==> config.mk <==
export PLATFORM = sky130hd
export DESIGN_NAME = mdu_issue_ctrl
export DESIGN_NICKNAME = d
export VERILOG_FILES = /design/src/rtl/mdu_pkg.sv /design/src/rtl/mdu_issue_ctrl.sv
export SDC_FILE = /design/constraint.sdc
export NUM_CORES = 1
export LEC_CHECK = 0
export CAP_MARGIN = 20
export CORE_MARGIN = 4
export CORE_UTILIZATION = 44
export DETAILED_ROUTE_END_ITERATION = 10
export PLACE_DENSITY = 0.85
export SLEW_MARGIN = 15
export SYNTH_ARGS = -nofsm -noshare
export SYNTH_HDL_FRONTEND = slang
export SYNTH_SLANG_ARGS = --single-unit
==> constraint.sdc <==
create_clock -name clk -period 3.6 [get_ports clk]
set_input_delay 0.72 -clock clk [delete_from_list [all_inputs] [get_ports clk]]
set_output_delay 0.72 -clock clk [all_outputs]
set_load 0.02 [all_outputs]
==> src/rtl/mdu_pkg.sv <==
// rtl/mdu_pkg.sv - shared MDU op codes, issue-controller states and request type
package mdu_pkg;

  localparam logic [2:0] MUL    = 3'b000;
  localparam logic [2:0] MULH   = 3'b001;
  localparam logic [2:0] MULHSU = 3'b010;
  localparam logic [2:0] MULHU  = 3'b011;
  localparam logic [2:0] DIV    = 3'b100;
  localparam logic [2:0] DIVU   = 3'b101;
  localparam logic [2:0] REM    = 3'b110;
  localparam logic [2:0] REMU   = 3'b111;

  typedef enum logic [2:0] {
    IDLE,
    ISSUE,
    WAIT,
    DONE,
    DRAIN
  } mdu_issue_state_t;

  typedef struct packed {
    logic [2:0]  op;
    logic [31:0] rs1;
    logic [31:0] rs2;
  } mdu_req_t;

endpackage

==> src/rtl/mdu_issue_ctrl.sv <==
// rtl/mdu_issue_ctrl.sv - MDU issue/hold/writeback controller; optional result cache under MDU_RESULT_CACHE_EN
module mdu_issue_ctrl
  import mdu_pkg::*;
#(
  parameter int TIMEOUT_CYCLES = 64
) (
  input  logic        clk,
  input  logic        rst_n,
  input  logic        ex_valid_i,
  input  logic [2:0]  ex_op_i,
  input  logic [31:0] ex_rs1_i,
  input  logic [31:0] ex_rs2_i,
  input  logic [4:0]  ex_rd_addr_i,
  input  logic        flush_i,
  output logic        stall_o,
  output logic        mdu_valid_o,
  output logic [2:0]  mdu_op_o,
  output logic [31:0] mdu_rs1_o,
  output logic [31:0] mdu_rs2_o,
  input  logic        mdu_ready_i,
  input  logic [31:0] mdu_rd_i,
  output logic        wb_valid_o,
  output logic [4:0]  wb_rd_addr_o,
  output logic [31:0] wb_data_o,
  output logic        err_timeout_o
);

  localparam int CW = $clog2(TIMEOUT_CYCLES + 1);

  mdu_issue_state_t r_state;
  mdu_req_t         r_req;
  logic [4:0]       r_rd;
  logic             r_mdu_valid;
  logic [31:0]      r_wb_data;
  logic             r_err;
  logic [CW-1:0]    r_cnt;

  mdu_req_t         w_ex_req;
  logic             w_accept;
  logic [CW-1:0]    w_cnt_next;
  logic             w_timeout;
  logic             w_hit;
  logic [31:0]      w_c_data;

  assign w_ex_req   = {ex_op_i, ex_rs1_i, ex_rs2_i};
  assign w_accept   = (r_state == IDLE) && ex_valid_i && !flush_i;
  assign w_cnt_next = r_cnt + CW'(1);
  // The abort fires on the edge where the wait count reaches the limit.
  assign w_timeout  = (w_cnt_next == CW'(TIMEOUT_CYCLES));

`ifdef MDU_RESULT_CACHE_EN
  mdu_req_t    r_c_req;
  logic [31:0] r_c_data;
  logic        r_c_valid;

  assign w_hit    = r_c_valid && (r_c_req == w_ex_req);
  assign w_c_data = r_c_data;

  // Remember the last result delivered by the MDU; forget it on abort
  always_ff @(posedge clk or negedge rst_n) begin
    if (!rst_n) begin
      r_c_valid <= 1'b0;
      r_c_req   <= '0;
      r_c_data  <= '0;
    end else if ((r_state == WAIT) && mdu_ready_i && !flush_i) begin
      r_c_valid <= 1'b1;
      r_c_req   <= r_req;
      r_c_data  <= mdu_rd_i;
    end else if (((r_state == WAIT) || (r_state == DRAIN)) && !mdu_ready_i && w_timeout) begin
      r_c_valid <= 1'b0;
    end
  end
`else
  assign w_hit    = 1'b0;
  assign w_c_data = '0;
`endif

  // Sequencer: accept from EX, pulse the request, wait or drain, hand result to writeback
  always_ff @(posedge clk or negedge rst_n) begin
    if (!rst_n) begin
      r_state     <= IDLE;
      r_req       <= '0;
      r_rd        <= '0;
      r_mdu_valid <= 1'b0;
      r_wb_data   <= '0;
      r_err       <= 1'b0;
      r_cnt       <= '0;
    end else begin
      r_mdu_valid <= 1'b0;
      r_err       <= 1'b0;
      case (r_state)
        IDLE: begin
          if (w_accept) begin
            r_req <= w_ex_req;
            r_rd  <= ex_rd_addr_i;
            if (w_hit) begin
              r_wb_data <= w_c_data;
              r_state   <= DONE;
            end else begin
              r_mdu_valid <= 1'b1;
              r_state     <= ISSUE;
            end
          end
        end
        ISSUE: begin
          r_cnt   <= '0;
          r_state <= flush_i ? DRAIN : WAIT;
        end
        WAIT: begin
          r_cnt <= w_cnt_next;
          if (mdu_ready_i) begin
            if (flush_i) begin
              r_state <= IDLE;
            end else begin
              r_wb_data <= mdu_rd_i;
              r_state   <= DONE;
            end
          end else if (w_timeout) begin
            r_err   <= 1'b1;
            r_state <= IDLE;
          end else if (flush_i) begin
            r_state <= DRAIN;
          end
        end
        DONE: r_state <= IDLE;
        DRAIN: begin
          r_cnt <= w_cnt_next;
          if (mdu_ready_i) begin
            r_state <= IDLE;
          end else if (w_timeout) begin
            r_err   <= 1'b1;
            r_state <= IDLE;
          end
        end
        default: r_state <= IDLE;
      endcase
    end
  end

  // Pipeline hold: busy states stall; while draining only a waiting instruction is held
  always_comb begin
    stall_o = 1'b0;
    case (r_state)
      IDLE:        stall_o = ex_valid_i && !flush_i;
      ISSUE, WAIT: stall_o = 1'b1;
      DRAIN:       stall_o = ex_valid_i;
      default:     stall_o = 1'b0;
    endcase
  end

  assign mdu_valid_o   = r_mdu_valid;
  assign mdu_op_o      = r_req.op;
  assign mdu_rs1_o     = r_req.rs1;
  assign mdu_rs2_o     = r_req.rs2;
  assign wb_valid_o    = (r_state == DONE) && !flush_i;
  assign wb_rd_addr_o  = r_rd;
  assign wb_data_o     = r_wb_data;
  assign err_timeout_o = r_err;

endmodule

==> flow_metrics.env <==
export IMPL_rsz0062_at_grt="false"
export IMPL_dp_hpwl_um=9310
export IMPL_area_delta_synth_final_pct=61.8
export IMPL_fillers=730
export IMPL_leakage_nw=3.51
export IMPL_place_gp_congestion=0.874
export IMPL_endpoint_kind="output pin"
export IMPL_drt_iter0_drc=258
export IMPL_initial_core_util=0.451
export IMPL_crit_top_cell="clkdlybuf4s50_1"
export IMPL_yosysTopAreaCell="dfrtp_1"
export IMPL_utilization=0.729
export IMPL_status="completed"
export IMPL_dr_pass1_iters=4
export IMPL_worst_ep_arrival_time_ns=2.17
export IMPL_final_setup_viol_count=0
export IMPL_synth_edff_count=0
export IMPL_clock_fmax_mhz=346
export IMPL_maxCapViolCount=0
export IMPL_postCtsHoldBufs=0
export IMPL_yosys_warnings=0
export IMPL_grt_max_degree=74
export IMPL_startpoint="flush_i"
export IMPL_cp_max_fo=5
export IMPL_synth_top_area_frac=0.627
export IMPL_crit_chain="clkdlybuf4s50_1 -> nor2b_1 -> o22ai_1 -> clkdlybuf4s50_1"
export IMPL_cts_clk_slew_worst_paths_ns=0.05
export IMPL_drc_errors=0
export IMPL_grt_pass1_vias=4386
export IMPL_finalHoldViolations=0
export IMPL_ys_flop_type="dfrtp_1"
export IMPL_grt_overflow_total=0
export IMPL_cts_sinks=116
export IMPL_powerDensity_nw_per_um2=906
export IMPL_die_y_um=111
export IMPL_drtAntennaViolNets=0
export IMPL_cts_root_buf="clkbuf_8"
export IMPL_slew_headroom=0.492
export IMPL_timing_final_crit_share=0.803
export IMPL_dr_total_vias=4014
export IMPL_synthTopCellsByCount="nand2_1 (226), dfrtp_1 (116), mux2_2 (32)"
export IMPL_required_ns=2.88
export IMPL_core_area_sq_um=10300
export IMPL_tightest_slew_ns=0.762
export IMPL_post_dp_cell_area_sq_um=6920
export IMPL_clk_path_buf_depth=2
export IMPL_path_class="primary input to output pin"
export IMPL_worstReg2RegStart="r_cnt[0]"
export IMPL_antenna_found_initial=0
export IMPL_ir_drop_mv=0.494
export IMPL_htreeDepth=4
export IMPL_drive_gt1_frac=0.103
export IMPL_num_antenna_cells=0
export IMPL_die_area_sq_um=12200
export IMPL_async_flop_share=1.00
export IMPL_ios=217
export IMPL_synth_area_top_cells="dfrtp_1 (63%), nand2_1 (18%), mux2_2 (7.8%)"
export IMPL_holdCritPathClass="primary input to async pin"
export IMPL_std_cell_rows=37
export IMPL_syn_avg_cell_area_sq_um=10.0
export IMPL_timing_setup_tns_ns=0
export IMPL_wire_per_inst_um=15.8
export IMPL_critPathMaxStageDelay_ns=0.62
export IMPL_synth_area_sq_um=4630
export IMPL_final_max_slew_violation_count=0
export IMPL_cts_setup_buffers=0
export IMPL_period_needed_ns=2.89
export IMPL_cts_resized=0
export IMPL_cts_buffers=17
export IMPL_ys_seq_area_frac=0.627
export IMPL_skew_ns=0.00441
export IMPL_netlist_instances=461
export IMPL_via_per_inst=4.87
export IMPL_grtUsageTotal=0.223
export IMPL_startpoint_type="primary input"
export IMPL_synth_nets=571
export IMPL_final_area_sq_um=7490
export IMPL_port_buffers=216
export IMPL_synth_cell_type_count=36
export IMPL_wl_um=13000
export IMPL_grt_pass1_wl_um=21900
export IMPL_clk_latency_ns=0.51
export IMPL_final_nets=789
export IMPL_cts_tree="yes"
export IMPL_synth_most_common_cell="nand2_1"
export IMPL_slowest_stage="clkdlybuf4s50_1"
export IMPL_ys_seq_elements=116
export IMPL_fp_dieW_um=111
-- per-layer routing --
layer  GRT usage  part of all wire
met1       0.235              0.37
met2       0.393              0.53
met3      0.0975             0.079
met4      0.0813             0.022
met5           0                 0
-- cell type report --
type                    count  area, sq um  area share
inverters                   5         18.8     0.00250
multi-input cells         317         1610       0.215
clock buffers              25          504      0.0673
clock inverters             4         70.1     0.00935
repair buffers            222         2220       0.296
well taps                 136          170      0.0227
flip-flops and latches    116         2900       0.387
-- flip-flops by register name (all words and copies together), names as in the netlist --
name / flops
err_timeout_o: 1
r_cnt: 7
mdu_rs2_o: 32
wb_data_o: 32
mdu_rs1_o: 32
wb_rd_addr_o: 5
mdu_valid_o: 1
r_state: 3
mdu_op_o: 3
-- placed cells by master, fill, tap and decap left out, types with 2 or more instances in the layout --
cell and n:
a31oi_1 2, nand3_2 2, o22ai_1 4, clkinv_2 2, nor2_1 8, nor2b_1 2, clkbuf_8 7, nand2_1 226
inv_1 4, o221ai_1 2, nand4_1 2, clkdlybuf4s50_1 215, clkbuf_16 16, mux2_2 32, xnor2_1 3, dfrtp_1 116
clkbuf_1 2, a211oi_1 2, a221oi_1 2, a311oi_1 2, bufinv_16 2, buf_4 6, a21oi_1 11
-- where the power goes --
| group | total [W] | internal [W] | switching, W |
|---|---|---|---|
| logic | 0.00293 | 0.00142 | 0.00151 |
| registers | 0.00225 | 0.00189 | 0.000359 |
| clock network | 0.00161 | 0.00108 | 0.000530 |
-- worst max-delay path, delay by kind of cell --
kind                   cells  cell delay [ns]
AND/OR/NAND/NOR            1             0.18
AO/OA/AOI/OAI              1             0.18
buffers and inverters      2             1.09
-- cell families (layout without fill, tap and decap cells) --
group           Yosys count  count (layout)  share of synthesized area
buf+inv                  28             256                     0.0267
fa+ha+maj                 1               1                    0.00270
xor+xnor                  3               3                    0.00567
compound gates           33              33                     0.0486
simple gates            248             248                      0.212
flops                   116             116                      0.627
mux                      32              32                     0.0778
-- metrics by stage --
stage	hold WS [ns]	total power [W]	setup WS, ns	cells
final	0.284	0.00679	0.708	825
after global routing	0.325	0.00718	0.618	825
after CTS	0.304	0.00686	0.702	825
after detailed placement	0.461	0.00520	0.718	796
after global placement	0.457	0.00511	0.744	796
after floorplan	0.424	0.00364	1.66	461
-- worst paths after layout --
| kind | cells past startpoint | slack (ns) | endpoint |
|---|---|---|---|
| setup / recovery | 4 | 0.71 | stall_o |
| setup reg to reg | 6 | 1.54 | r_state[2] |
| hold / removal | 1 | 0.28 | mdu_rs1_o[26] |
| hold reg to reg | 2 | 0.47 | mdu_rs2_o[30] |
| min in group clk | 2 | 0.47 | mdu_rs2_o[30] |
| max in group asynchronous | 2 | 2.36 | mdu_rs1_o[24] |
No activity file was read; power rests on OpenSTA's default activity.
